==> config.mk <==
export PLATFORM = sky130hd
export DESIGN_NAME = score_bcd_converter_flat
export DESIGN_NICKNAME = d
export VERILOG_FILES = /design/src/rtl/score_bcd_if.sv /design/src/rtl/score_bcd_converter.sv /design/src/flat_wrapper.sv
export SDC_FILE = /design/constraint.sdc
export NUM_CORES = 1
export LEC_CHECK = 0
export CORE_MARGIN = 4
export CORE_UTILIZATION = 35
export CTS_CLUSTER_DIAMETER = 200
export DETAILED_ROUTE_END_ITERATION = 10
export HOLD_SLACK_MARGIN = 0.03
export PLACE_DENSITY = 0.52
export REMOVE_ABC_BUFFERS = 1
export SETUP_SLACK_MARGIN = 0.15
export SYNTH_ARGS = -nofsm -noshare
export SYNTH_HDL_FRONTEND = slang
export SYNTH_SLANG_ARGS = --single-unit
==> constraint.sdc <==
create_clock -name clk -period 2.3 [get_ports clk]
set_input_delay 0.23 -clock clk [delete_from_list [all_inputs] [get_ports clk]]
set_output_delay 0.23 -clock clk [all_outputs]
set_load 0.02 [all_outputs]
==> src/rtl/score_bcd_if.sv <==
// score_bcd_if: binary score in, packed BCD out.
// Master drives value/start; slave returns status and result.
interface score_bcd_if #(
  parameter int BIN_WIDTH = 14,
  parameter int DIGITS    = 4
);
  logic [BIN_WIDTH-1:0] value;
  logic                 start;
  logic                 busy;
  logic                 done;
  logic [4*DIGITS-1:0]  bcd;
  logic                 overflow;

  modport master (
    output value, start,
    input  busy, done, bcd, overflow
  );

  modport slave (
    input  value, start,
    output busy, done, bcd, overflow
  );
endinterface

==> src/rtl/score_bcd_converter.sv <==
// score_bcd_converter: serial double-dabble, one bit per clock.
// Optional SCORE_BCD_AUTO_REFRESH_EN reconverts whenever value changes.
module score_bcd_converter #(
  parameter int BIN_WIDTH = 14,
  parameter int DIGITS    = 4
) (
  input  logic        clk,
  input  logic        rst_n,
  score_bcd_if.slave  bus
);
  localparam int W  = 4*DIGITS;
  localparam int CW = $clog2(BIN_WIDTH+1);
  localparam logic [31:0] MAX_VALUE = 32'(10**DIGITS - 1);
  localparam logic [W-1:0] NINES = {DIGITS{4'h9}};

  typedef enum logic [1:0] {IDLE, SHIFT, DONE} state_t;

  state_t               state;
  state_t               state_nx;
  logic [BIN_WIDTH-1:0] binary;
  logic [W:0]           scratch;
  logic [W:0]           scratch_nx;
  logic [W-1:0]         adj;
  logic [CW-1:0]        cnt;
  logic                 ovf_flag;
  logic                 trig;
  logic                 accept;
  logic                 last;
  logic                 sat;
  logic [W-1:0]         bcd_q;
  logic                 ovf_q;

`ifdef SCORE_BCD_AUTO_REFRESH_EN
  logic [BIN_WIDTH-1:0] last_value;

  always_ff @(posedge clk or negedge rst_n) begin
    if (!rst_n)
      last_value <= '0;
    else if (accept)
      last_value <= bus.value;
  end

  assign trig = bus.start | (bus.value != last_value);
`else
  assign trig = bus.start;
`endif

  assign accept = (state != SHIFT) && trig;
  assign last   = (state == SHIFT) &&
                  (cnt == CW'(BIN_WIDTH-1));

  always_ff @(posedge clk or negedge rst_n) begin
    if (!rst_n)
      state <= IDLE;
    else
      state <= state_nx;
  end

  always_comb begin
    state_nx = state;
    unique case (state)
      IDLE:    if (trig) state_nx = SHIFT;
      SHIFT:   if (last) state_nx = DONE;
      DONE:    state_nx = trig ? SHIFT : IDLE;
      default: state_nx = IDLE;
    endcase
  end

  always_comb begin
    adj = scratch[W-1:0];
    for (int i = 0; i < DIGITS; i++) begin
      if (scratch[4*i +: 4] >= 4'd5)
        adj[4*i +: 4] = scratch[4*i +: 4] + 4'd3;
    end
    scratch_nx = {adj, binary[BIN_WIDTH-1]};
    // A carry out of the top digit also means the value cannot be shown
    sat = ovf_flag | scratch[W] | scratch_nx[W];
  end

  always_ff @(posedge clk or negedge rst_n) begin
    if (!rst_n) begin
      binary   <= '0;
      scratch  <= '0;
      cnt      <= '0;
      ovf_flag <= 1'b0;
      bcd_q    <= '0;
      ovf_q    <= 1'b0;
    end else if (accept) begin
      binary   <= bus.value;
      scratch  <= '0;
      cnt      <= '0;
      ovf_flag <= 32'(bus.value) > MAX_VALUE;
    end else if (state == SHIFT) begin
      binary  <= binary << 1;
      scratch <= scratch_nx;
      cnt     <= cnt + CW'(1);
      if (last) begin
        bcd_q <= sat ? NINES : scratch_nx[W-1:0];
        ovf_q <= ovf_flag;
      end
    end
  end

  assign bus.busy     = (state == SHIFT);
  assign bus.done     = (state == DONE);
  assign bus.bcd      = bcd_q;
  assign bus.overflow = ovf_q;
endmodule

==> src/flat_wrapper.sv <==
// flat-port wrapper written by rule: the top's interface ports become plain ports
module score_bcd_converter_flat 
#(
  parameter int BIN_WIDTH = 14,
  parameter int DIGITS    = 4
)
  (clk, rst_n, bus_value, bus_start, bus_busy, bus_done, bus_bcd, bus_overflow);
  score_bcd_if #(.BIN_WIDTH(BIN_WIDTH), .DIGITS(DIGITS)) bus_i ();
  input  logic clk;
  input  logic rst_n;
  input wire logic [$bits(bus_i.value)-1:0] bus_value;
  input wire logic [$bits(bus_i.start)-1:0] bus_start;
  output wire logic [$bits(bus_i.busy)-1:0] bus_busy;
  output wire logic [$bits(bus_i.done)-1:0] bus_done;
  output wire logic [$bits(bus_i.bcd)-1:0] bus_bcd;
  output wire logic [$bits(bus_i.overflow)-1:0] bus_overflow;
  assign bus_i.value = bus_value;
  assign bus_i.start = bus_start;
  assign bus_busy = bus_i.busy;
  assign bus_done = bus_i.done;
  assign bus_bcd = bus_i.bcd;
  assign bus_overflow = bus_i.overflow;
  score_bcd_converter #(.BIN_WIDTH(BIN_WIDTH), .DIGITS(DIGITS)) u_core (.clk(clk), .rst_n(rst_n), .bus(bus_i));
endmodule
==> out/summary.json <==
{
  "floorplan.die.height": {"value": 95.0, "unit": "µm"},
  "power_leakage": {"value": 1.36, "unit": "nW"},
  "net_count_final": {"value": 325},
  "max_slew_margin": {"value": 54.4, "unit": "%"},
  "transition_time_at_the_pin_with_the_least_slew_margin": {"value": 0.684, "unit": "ns"},
  "run_status": {"value": "complete, no violations"},
  "viasPerCell": {"value": 4.93},
  "internal-power": {"value": 0.00241, "unit": "W"},
  "fin_crit": {"value": 1.87, "unit": "ns"},
  "crit_arrival": {"value": 1.64, "unit": "ns"},
  "detailedRoute.firstPassIterationCount": {"value": 4},
  "routed_wire_per_std_cell": {"value": 13.5, "unit": "µm"},
  "pwr-share-seq": {"value": 41.0, "unit": "%"},
  "p_switching": {"value": 0.00170, "unit": "W"},
  "part_of_the_cycle_the_worst_path_needs": {"value": 81.2, "unit": "%"},
  "achievable-frequency": {"value": 535, "unit": "MHz"},
  "hold_slack": {"value": 0.0466, "unit": "ns"},
  "drive_gt1_share": {"value": 7.69, "unit": "%"},
  "largest_net_degree_at_the_start_of_global_routing": {"value": 56},
  "dpl_cell_area": {"value": 0.00307, "unit": "mm²"},
  "coreArea": {"value": 0.00729, "unit": "mm²"},
  "insertedDiodeCount": {"value": 0},
  "ys_ff_latch": {"value": 55},
  "clock_tree_from_tritoncts": {"value": "built"},
  "antenna_found_initial": {"value": 0},
  "critPathKind": {"value": "reg2out"},
  "post-route-drc-count": {"value": 0},
  "vias": {"value": 1964},
  "skew": {"value": 0.00438, "unit": "ns"},
  "postLayoutCoreUtil": {"value": 43.3, "unit": "%"},
  "vdd_ir_drop_max": {"value": 0.434, "unit": "mV"},
  "fin_area": {"value": 0.00315, "unit": "mm²"},
  "final-setup-viol-count": {"value": 0},
  "grt_pass1_wl": {"value": 9390, "unit": "µm"},
  "post-cts-setup-buffer-count": {"value": 0},
  "max-clock-path-buffers": {"value": 2},
  "setup_tns": {"value": 0, "unit": "ns"},
  "synth_warnings": {"value": 0},
  "ctsHoldBuffers": {"value": 0},
  "drtAntennaViolNets": {"value": 0},
  "gp_congestion": {"value": 0.756},
  "mean_cell_area_of_the_mapped_netlist": {"value": 10.0, "unit": "µm²"},
  "tritoncts.num_buffers": {"value": 5},
  "power": {"value": 0.00411, "unit": "W"},
  "layout.cells.most_common": {"value": "dfrtp_1"},
  "drt_first_iter_violations": {"value": 80},
  "clock_tree.htree_level_count": {"value": 2},
  "power_density": {"value": 1300, "unit": "mW/mm²"},
  "start_util": {"value": 36.4, "unit": "%"},
  "synthesis.instances": {"value": 265},
  "layout-area-overhead-vs-synth": {"value": 19.0, "unit": "%"},
  "clock-sinks": {"value": 55},
  "swShare": {"value": 41.4, "unit": "%"},
  "port_buffers": {"value": 35},
  "postRouteWirelength": {"value": 5380, "unit": "µm"},
  "path_max_fanout": {"value": 7},
  "cts-root-buf": {"value": "clkbuf_8"},
  "worst_setup_hold_path_clk_slew": {"value": 0.09, "unit": "ns"},
  "die-area": {"value": 0.00903, "unit": "mm²"},
  "comb_power_share": {"value": 46.3, "unit": "%"},
  "worstSetupEndpointType": {"value": "primary output"},
  "most_frequent_cells_in_the_layout": {"value": "dfrtp_1 (55), o21ai_0 (37), clkdlybuf4s50_1 (34), nand2_1 (30), nand3_1 (18)"},
  "yosys.cell_types.count": {"value": 35},
  "pwr-share-clk": {"value": 12.7, "unit": "%"},
  "via_count_of_the_first_global_routing_pass": {"value": 1940},
  "chipWidth": {"value": 95.0, "unit": "µm"},
  "floorplan.io_pins": {"value": 36},
  "unrepaired_setup_endpoints_after_global_routing": {"value": "false"},
  "timing.final.max_slew_violations": {"value": 0},
  "timing.final.hold_violations": {"value": 0},
  "worstPathRequired": {"value": 2.07, "unit": "ns"},
  "cap_viol_max_count": {"value": 0},
  "dp_hpwl": {"value": 3720, "unit": "µm"},
  "grt.total_usage": {"value": 13.4, "unit": "%"},
  "synth_seq_area_share": {"value": 51.9, "unit": "%"},
  "cts.repair.resized": {"value": 0},
  "clk_latency": {"value": 0.30, "unit": "ns"},
  "fp-row-count": {"value": 31},
  "setup.worst_path.start_class": {"value": "flip-flop"},
  "synthesis.area": {"value": 0.00265, "unit": "mm²"},
  "hp-class": {"value": "in2async"},
  "grt_remaining_overflow": {"value": 0}
}
area by class of cell:
type	count	area, µm²
Clock buffer	7	76.3
Clock inverter	1	5.00
Fill cell	742	4140
Inverter	13	51.3
Multi-Input combinational cell	184	1150
Sequential cell	55	1380
Tap cell	99	124
Timing Repair Buffer	39	375
cells by family after synthesis:
logic type	after synthesis	share of synthesized area (%)
adders and majority gates	10	4.72
AOI/OAI and AO/OA	73	15.9
buffers and inverters	26	4.86
xor gates and xnor gates	4	1.32
and+or+nand+nor	79	14.3
muxes	18	6.98
DFF	55	51.9
per-layer routing:
| layer | vias to the layer above | track usage, % | routed length [µm] |
|---|---|---|---|
| met5 | - | 0 | 0 |
| met4 | 0 | 4.69 | 81 |
| met3 | 8 | 3.00 | 256 |
| met2 | 37 | 21.8 | 2450 |
| met1 | 923 | 17.6 | 2590 |
| li1 | 996 | - | - |
critical path: stages, from the launching register on:
cell and delay (ns):
dfrtp_1 0.38, nand2b_1 0.19, inv_4 0.13, clkdlybuf4s50_1 0.63
flip-flops by register name (all words and copies together) (netlist names):
register             cells
u_core.scratch          17
u_core.bus.bcd          16
u_core.bus.overflow      1
u_core.state             2
u_core.cnt               4
u_core.binary           14
u_core.ovf_flag          1
path summary, 6_finish.rpt:
| path | slack, ns | start | to | cells past startpoint |
|---|---|---|---|---|
| worst min-delay path | 0.05 | rst_n | u_core.bus.bcd[4] | 2 |
| worst max register to register | 0.52 | u_core.scratch[12] | u_core.bus.bcd[14] | 6 |
| worst max-delay path | 0.43 | u_core.state[1] | bus_busy | 3 |
| min in group clk | 0.48 | u_core.bus.bcd[1] | u_core.bus.bcd[1] | 2 |
| max in group asynchronous | 1.81 | rst_n | u_core.scratch[13] | 2 |
| worst min register to register | 0.48 | u_core.bus.bcd[1] | u_core.bus.bcd[1] | 2 |
through the flow:
stage / worst slack, ns / cells
finish: 0.432 / 398
global route: 0.328 / 398
CTS: 0.402 / 398
detailed placement: 0.524 / 390
global placement: 0.533 / 390
floorplan: 0.342 / 252
Yosys cell counts, drive strengths merged:
cell     count  area (µm²)
dfrtp       55        1380
o21ai       38         194
nand2       32         130
nand3       18        90.1
mux2i       14         140
a21oi       13        68.8
inv         12        47.6
nor2        12        45.0
ha          10         125
o31ai       10        75.1
a31oi        9        56.3
buf          9        62.6
nor3b        6        45.0
nand2b       5        31.3
clkbuf       4        15.0
mux2         4        45.0
xnor2        4        35.0
a211oi       1        12.5
and2         1        7.51
and3         1        6.26
clkinv       1        3.75
nand4        1        6.26
nor2b        1        6.26
nor3         1        5.00
nor4         1        6.26
o2111ai      1        8.76
o22ai        1        6.26
power groups by stage:
stage,sequential [W],clock [W],combinational [W]
floorplan,0.00181,0,0.00111
global placement,0.00171,0,0.00191
detailed placement,0.00171,0,0.00194
CTS,0.00169,0.000548,0.00195
global route,0.00176,0.000590,0.00216
finish,0.00169,0.000522,0.00191
(Power assumes the default switching activity.)
